File: src/rtl/bus_ep_pkg.sv
// bus_ep_pkg: shared types, field positions and helpers for the bus device endpoint.
//   pkt_t          default-width packet type
//   ID_MSB/ID_LSB  destination ID field position for the default packet geometry
//   BROADCAST_DEF  default broadcast destination ID
//   sat_inc16()    16-bit saturating increment used by the statistics counters
package bus_ep_pkg;

  localparam int unsigned PCKG_SZ_DEF = 32;
  localparam int unsigned BITS_DEF    = 8;
  localparam int unsigned ID_MSB      = PCKG_SZ_DEF - 1;
  localparam int unsigned ID_LSB      = PCKG_SZ_DEF - BITS_DEF;
  localparam int unsigned STAMP_W     = 32;

  localparam logic [BITS_DEF-1:0] BROADCAST_DEF = '1;

  typedef logic [PCKG_SZ_DEF-1:0] pkt_t;

  function automatic logic [15:0] sat_inc16(input logic [15:0] v);
    return (v == 16'hFFFF) ? v : v + 16'd1;
  endfunction

endpackage

File: src/rtl/bus_ep_fifo.sv
// bus_ep_fifo: first-word fall-through FIFO with occupancy count.
//   i_clk, i_rst_n        clock, asynchronous active-low reset
//   i_wr_en, i_wr_data    write request; ignored while o_full (from the registered count)
//   i_rd_en, o_rd_data    read request; ignored while o_empty; o_rd_data shows the head
//   o_full, o_empty       registered-count status flags
//   o_count               occupancy, one bit wider than the pointers
module bus_ep_fifo #(
  parameter int unsigned WIDTH = 32,
  parameter int unsigned DEPTH = 8
) (
  input  logic                       i_clk,
  input  logic                       i_rst_n,
  input  logic                       i_wr_en,
  input  logic [WIDTH-1:0]           i_wr_data,
  input  logic                       i_rd_en,
  output logic [WIDTH-1:0]           o_rd_data,
  output logic                       o_full,
  output logic                       o_empty,
  output logic [$clog2(DEPTH):0]     o_count
);

  localparam int unsigned AW = $clog2(DEPTH);
  localparam int unsigned CW = AW + 1;

  logic [WIDTH-1:0] r_mem [DEPTH];
  logic [AW-1:0]    r_wr_ptr;
  logic [AW-1:0]    r_rd_ptr;
  logic [CW-1:0]    r_count;
  logic             w_wr;
  logic             w_rd;

  // Full/empty come from the registered count only, so a same-cycle read
  // never makes room for a write.
  assign o_full  = (r_count == CW'(DEPTH));
  assign o_empty = (r_count == '0);
  assign o_count = r_count;

  assign w_wr = i_wr_en && !o_full;
  assign w_rd = i_rd_en && !o_empty;

  // Head is forced to zero while empty so the output is defined after reset.
  assign o_rd_data = o_empty ? '0 : r_mem[r_rd_ptr];

  always_ff @(posedge i_clk or negedge i_rst_n) begin
    if (!i_rst_n) begin
      r_wr_ptr <= '0;
      r_rd_ptr <= '0;
      r_count  <= '0;
    end else begin
      if (w_wr) r_wr_ptr <= r_wr_ptr + AW'(1);
      if (w_rd) r_rd_ptr <= r_rd_ptr + AW'(1);
      unique case ({w_wr, w_rd})
        2'b10:   r_count <= r_count + CW'(1);
        2'b01:   r_count <= r_count - CW'(1);
        default: r_count <= r_count;
      endcase
    end
  end

  always_ff @(posedge i_clk) begin
    if (w_wr) r_mem[r_wr_ptr] <= i_wr_data;
  end

endmodule

File: src/rtl/bus_dev_endpoint.sv
// bus_dev_endpoint: device-side endpoint of the bus generator/arbiter protocol.
//   clk, reset             clock, asynchronous active-low reset
//   pndng, D_pop, pop      TX FIFO toward the bus (FWFT head, bus pops)
//   push, D_push           packets from the bus, filtered by destination ID
//   tx_valid/tx_data/tx_ready   host write port into TX FIFO
//   rx_valid/rx_data/rx_pop     host read port from RX FIFO (FWFT)
//   tx_count, rx_count     FIFO occupancies
//   misroute_cnt           saturating count of pushes with a foreign destination
//   rx_ovf_cnt             saturating count of matching pushes dropped on RX full
//   rx_stamp               (BUS_EP_RX_TIMESTAMP_EN only) push-cycle stamp aligned with rx_data
// Optional feature macro: BUS_EP_RX_TIMESTAMP_EN.
module bus_dev_endpoint
  import bus_ep_pkg::*;
#(
  parameter int unsigned    PCKG_SZ   = 32,
  parameter int unsigned    BITS      = 8,
  parameter int unsigned    MY_ID     = 0,
  parameter int unsigned    DEVS      = 5,
  parameter int unsigned    DEPTH     = 8,
  parameter logic [BITS-1:0] BROADCAST = {BITS{1'b1}}
) (
  input  logic                     clk,
  input  logic                     reset,
  output logic                     pndng,
  output logic [PCKG_SZ-1:0]       D_pop,
  input  logic                     pop,
  input  logic                     push,
  input  logic [PCKG_SZ-1:0]       D_push,
  input  logic                     tx_valid,
  input  logic [PCKG_SZ-1:0]       tx_data,
  output logic                     tx_ready,
  output logic                     rx_valid,
  output logic [PCKG_SZ-1:0]       rx_data,
  input  logic                     rx_pop,
  output logic [$clog2(DEPTH):0]   tx_count,
  output logic [$clog2(DEPTH):0]   rx_count,
  output logic [15:0]              misroute_cnt,
`ifdef BUS_EP_RX_TIMESTAMP_EN
  output logic [STAMP_W-1:0]       rx_stamp,
`endif
  output logic [15:0]              rx_ovf_cnt
);

`ifdef BUS_EP_RX_TIMESTAMP_EN
  localparam int unsigned RX_W = PCKG_SZ + STAMP_W;
`else
  localparam int unsigned RX_W = PCKG_SZ;
`endif

  logic            w_tx_full;
  logic            w_tx_empty;
  logic            w_rx_full;
  logic            w_rx_empty;
  logic [BITS-1:0] w_dst;
  logic            w_match;
  logic            w_rx_wr;
  logic [RX_W-1:0] w_rx_wr_data;
  logic [RX_W-1:0] w_rx_rd_data;
  logic [15:0]     r_misroute_cnt;
  logic [15:0]     r_rx_ovf_cnt;

  // ---------------- TX path ----------------
  bus_ep_fifo #(
    .WIDTH (PCKG_SZ),
    .DEPTH (DEPTH)
  ) u_tx_fifo (
    .i_clk     (clk),
    .i_rst_n   (reset),
    .i_wr_en   (tx_valid),
    .i_wr_data (tx_data),
    .i_rd_en   (pop),
    .o_rd_data (D_pop),
    .o_full    (w_tx_full),
    .o_empty   (w_tx_empty),
    .o_count   (tx_count)
  );

  assign pndng    = !w_tx_empty;
  assign tx_ready = !w_tx_full;

  // ---------------- RX filter ----------------
  assign w_dst   = D_push[PCKG_SZ-1 -: BITS];
  assign w_match = (w_dst == BITS'(MY_ID)) || (w_dst == BROADCAST);
  assign w_rx_wr = push && w_match;

`ifdef BUS_EP_RX_TIMESTAMP_EN
  logic [STAMP_W-1:0] r_cycle;

  always_ff @(posedge clk or negedge reset) begin
    if (!reset) r_cycle <= '0;
    else        r_cycle <= r_cycle + 32'd1;
  end

  assign w_rx_wr_data = {r_cycle, D_push};
  assign rx_stamp     = w_rx_rd_data[RX_W-1 -: STAMP_W];
`else
  assign w_rx_wr_data = D_push;
`endif

  bus_ep_fifo #(
    .WIDTH (RX_W),
    .DEPTH (DEPTH)
  ) u_rx_fifo (
    .i_clk     (clk),
    .i_rst_n   (reset),
    .i_wr_en   (w_rx_wr),
    .i_wr_data (w_rx_wr_data),
    .i_rd_en   (rx_pop),
    .o_rd_data (w_rx_rd_data),
    .o_full    (w_rx_full),
    .o_empty   (w_rx_empty),
    .o_count   (rx_count)
  );

  assign rx_valid = !w_rx_empty;
  assign rx_data  = w_rx_rd_data[PCKG_SZ-1:0];

  // ---------------- Statistics ----------------
  always_ff @(posedge clk or negedge reset) begin
    if (!reset) begin
      r_misroute_cnt <= '0;
      r_rx_ovf_cnt   <= '0;
    end else begin
      if (push && !w_match)           r_misroute_cnt <= sat_inc16(r_misroute_cnt);
      if (push && w_match && w_rx_full) r_rx_ovf_cnt <= sat_inc16(r_rx_ovf_cnt);
    end
  end

  assign misroute_cnt = r_misroute_cnt;
  assign rx_ovf_cnt   = r_rx_ovf_cnt;

`ifndef SYNTHESIS
  a_pop_empty : assert property (@(posedge clk) disable iff (!reset) pop |-> pndng)
    else $error("bus_dev_endpoint: pop while TX FIFO empty");
  a_cfg : assert property (@(posedge clk) disable iff (!reset)
    (MY_ID < DEVS) && (DEPTH >= 2) && ((DEPTH & (DEPTH - 1)) == 0))
    else $error("bus_dev_endpoint: bad parameter configuration");
`endif

endmodule

File: config.mk
export PLATFORM = sky130hd
export DESIGN_NAME = bus_dev_endpoint
export DESIGN_NICKNAME = d
export VERILOG_FILES = /design/src/rtl/bus_ep_pkg.sv /design/src/rtl/bus_ep_fifo.sv /design/src/rtl/bus_dev_endpoint.sv
export SDC_FILE = /design/constraint.sdc
export NUM_CORES = 1
export LEC_CHECK = 0
export ABC_AREA = 1
export BUFFER_PORTS_ARGS = -buffer_cell sky130_fd_sc_hd__buf_2
export CAP_MARGIN = 5
export CORE_ASPECT_RATIO = 0.9
export CORE_UTILIZATION = 49
export CTS_CLUSTER_DIAMETER = 150
export CTS_CLUSTER_SIZE = 10
export DETAILED_ROUTE_END_ITERATION = 6
export GPL_ROUTABILITY_DRIVEN = 0
export MAX_ROUTING_LAYER = met4
export PLACE_DENSITY = 0.69
export SLEW_MARGIN = 15
export SYNTH_ARGS = -nofsm -noshare
export SYNTH_HDL_FRONTEND = slang
export SYNTH_SLANG_ARGS = --single-unit
File: constraint.sdc
create_clock -name clk -period 3.8 [get_ports clk]
set_input_delay 0.57 -clock clk [delete_from_list [all_inputs] [get_ports clk]]
set_output_delay 0.57 -clock clk [all_outputs]
set_load 0.05 [all_outputs]
==> results.py <==
metrics = {
    "sta": {
        "finalSetupTns_ps": 0,
        "fin_ws_ps": 301.2,
        "max_slew_margin_pct": 31.20,
        "timing.fmax_mhz": 285.8,
        "setup_viol": 0,
        "hold_ws_ps": 142.0,
        "fin_crit_sh_pct": 92.07,
        "finalHoldViolCount": 0,
        "fin_crit_ps": 3499,
        "worst_pin_slew_ps": 1032,
        "finClkSkew_ps": 18.91,
        "drv_slew": 0,
        "rsz0062_at_grt": "no",
    },
    "clock_tree": {
        "path_clk_slew_ps": 60,
        "cts_tree": "done",
        "ctsResizeCount": 0,
        "ctsHtreeMaxLevel": 3,
        "cts_root_buf": "clkbuf_16",
        "cts.sinks": 564,
        "insertion_delay_ps": 600,
        "clock_path_buffers": 3,
        "cts_setup_buffers": 0,
        "cts_buffers": 66,
        "cts_hold_buf": 0,
    },
    "placement": {
        "hpwl_um": 28610,
        "place_ws_ps": 951.7,
        "portBuffers": 176,
    },
    "synthesis": {
        "synth_area_per_cell_um2": 11.88,
        "synth_top_cell_area_share_pct": 66.17,
        "synth_area_leaders": "edfxtp_1, nor2_1, o21ai_0, dfrtp_1, nand2_1",
        "yosysTopAreaCell": "edfxtp_1",
        "yosysSeqAreaShare_pct": 71.77,
        "ys_types": 33,
        "synth_cells": 1955,
        "synth_warnings": 0,
        "synth_area_um2": 23230,
        "synth_nets": 2038,
        "synth_seq_cells": 564,
    },
    "route": {
        "wl_um": 52780,
        "dr.pass1.iters": 5,
        "vias": 15400,
        "drc": 0,
        "viasPerCell": 5.532,
        "drtAntennaViolNets": 0,
        "drt-initial-drc-count": 1304,
        "wl_per_cell_um": 18.97,
    },
    "floorplan": {
        "io_pins": 177,
        "core-area_um2": 46730,
        "fp-row-count": 75,
        "die_area_um2": 48290,
        "fp.dieH_um": 208.6,
        "start_util_pct": 49.72,
        "die_x_um": 231.5,
    },
    "finish": {
        "fin_util_pct": 57.19,
        "multi_input_area_um2": 5976,
        "syn2layout_area_growth_pct": 15.03,
        "drive_above_1_share_pct": 15.38,
        "final_nets": 2215,
        "fillers": 3817,
        "seq_area_um2": 16690,
    },
    "pwr": {
        "peakVddDrop_mv": 0.6220,
        "powerDensity_nw_per_um2": 836.1,
        "p_leak_nw": 9.723,
    },
    "hold_path": {
        "hp-class": "in2async",
    },
    "flow_run": {
        "maxCapViolCount": 0,
    },
    "worst_setup_path": {
        "cp_slowest_cell": "buf_4",
        "cp_num_buf_inv": 3,
        "path_cells": "buf_4 > buf_4 > o21ai_0 > o211ai_1 > nand2_1 > nor2_1 > buf_2",
        "required_ps": 3230,
        "crit_type": "reg2out",
        "cp_max_fo": 60,
        "cp.arrival_ps": 2930,
        "path_common_cell": "buf_4",
        "critPathMaxStageDelay_ps": 620,
        "startpoint_type": "flop",
        "setup.worst_path.end_class": "primary output",
        "cp_top_family": "buffers and inverters",
    },
    "global_routing": {
        "antenna_found_initial": 7,
        "grt_max_degree": 130,
        "grt_pass1_wl_um": 82000,
        "grt_overflow": 0,
        "grt_pass1_vias": 15090,
        "grt_use_total_pct": 22.62,
    },
    "run_status": {
        "outcome": "finished, final reports clean",
    },
}
## layer usage
layer	vias to the layer above	part of all wire [%]	track usage, %	routed length, µm
met5	-	0	-	0
met3	105	6.2	4.763	3298
li1	7278	-	-	-
met2	436	47	35.00	24950
met1	7577	44	30.18	23300
met4	0	2.3	6.874	1230
## synthesized netlist by cell type
library cell  count
edfxtp_1        512
nor2_2            4
buf_6             2
dfrtp_1          52
inv_2             5
nand3b_1          4
nand3_2           2
nand2_4           2
a21oi_1           4
o21ai_2           1
o211ai_1         65
clkbuf_2          7
o21ai_0         270
nand4_2           1
clkbuf_1         44
nor2_1          501
xor2_1           14
nand4_1          13
buf_1             5
fa_1              1
inv_1            36
nand2_1         237
a21oi_2           2
nor3_1            1
buf_2            29
nor2_4            2
ha_1             12
xnor2_1          19
buf_4            19
buf_12            1
or2_2             1
o22ai_1          64
nand3_1          23
## cell families after synthesis
kind of cell    after synthesis  share of synthesized area, %
buf+inv                     148                         3.026
compound gates              406                         9.838
xor+xnor                     33                         1.244
simple gates                791                         13.39
fa+ha+maj                    13                        0.7324
flops                       564                         71.77
## state kept, by name, summed over array words and instances (netlist names), 4 cells and up
register / count
u_rx_fifo.o_count: 4
misroute_cnt: 16
u_tx_fifo.r_mem: 256
u_tx_fifo.o_count: 4
rx_ovf_cnt: 16
u_rx_fifo.r_mem: 256
## worst paths after layout
check | startpoint | end | slack (ps) | depth (start not counted)
worst max-delay path | u_rx_fifo.r_rd_ptr[1] | rx_data[31] | 300 | 7
worst min-delay path | reset | rx_ovf_cnt[12] | 140 | 1
worst max register to register | u_rx_fifo.o_count[1] | u_rx_fifo.o_count[2] | 990 | 11
worst min register to register | rx_ovf_cnt[13] | rx_ovf_cnt[13] | 530 | 2
max in group asynchronous | reset | u_rx_fifo.r_rd_ptr[0] | 2920 | 1
min in group clk | D_push[23] | u_rx_fifo.r_mem[7][23] | 240 | 1
## layout make-up
type                       count  share of cell area [%]
antenna                        9                 0.08427
clock buffer                  87                   6.554
clock inverter                 7                  0.4869
inverter                      41                  0.5852
multi-input combinational   1243                   22.36
sequential                   564                   62.44
tap                          616                   2.884
timing repair buffer         216                   4.607
## per-stage QoR
stage / cell area [µm²] / instances / power, mW
finish: 26730 / 2783 / 22.35
detailed placement: 24820 / 2680 / 16.84
global placement: 24820 / 2680 / 16.68
global route: 26720 / 2781 / 23.48
floorplan: 23230 / 1955 / 14.51
CTS: 26700 / 2774 / 22.48
## power by group
group / total, mW / internal (mW) / switching (mW)
clock network: 5.63 / 3.24 / 2.39
logic: 8.95 / 2.18 / 6.78
registers: 7.76 / 7.33 / 0.428
## cell usage in the layout, fill, tap and decap left out, types with 36 or more instances in the layout
master / synthesis / routed
nand2_1: 237 / 237
o211ai_1: 65 / 65
clkbuf_16: 0 / 67
o22ai_1: 64 / 64
edfxtp_1: 512 / 512
buf_2: 29 / 176
o21ai_0: 270 / 270
dfrtp_1: 52 / 46
nor2_1: 501 / 485
inv_1: 36 / 36
buf_4: 19 / 36
Power figures use the tool's default switching activity.
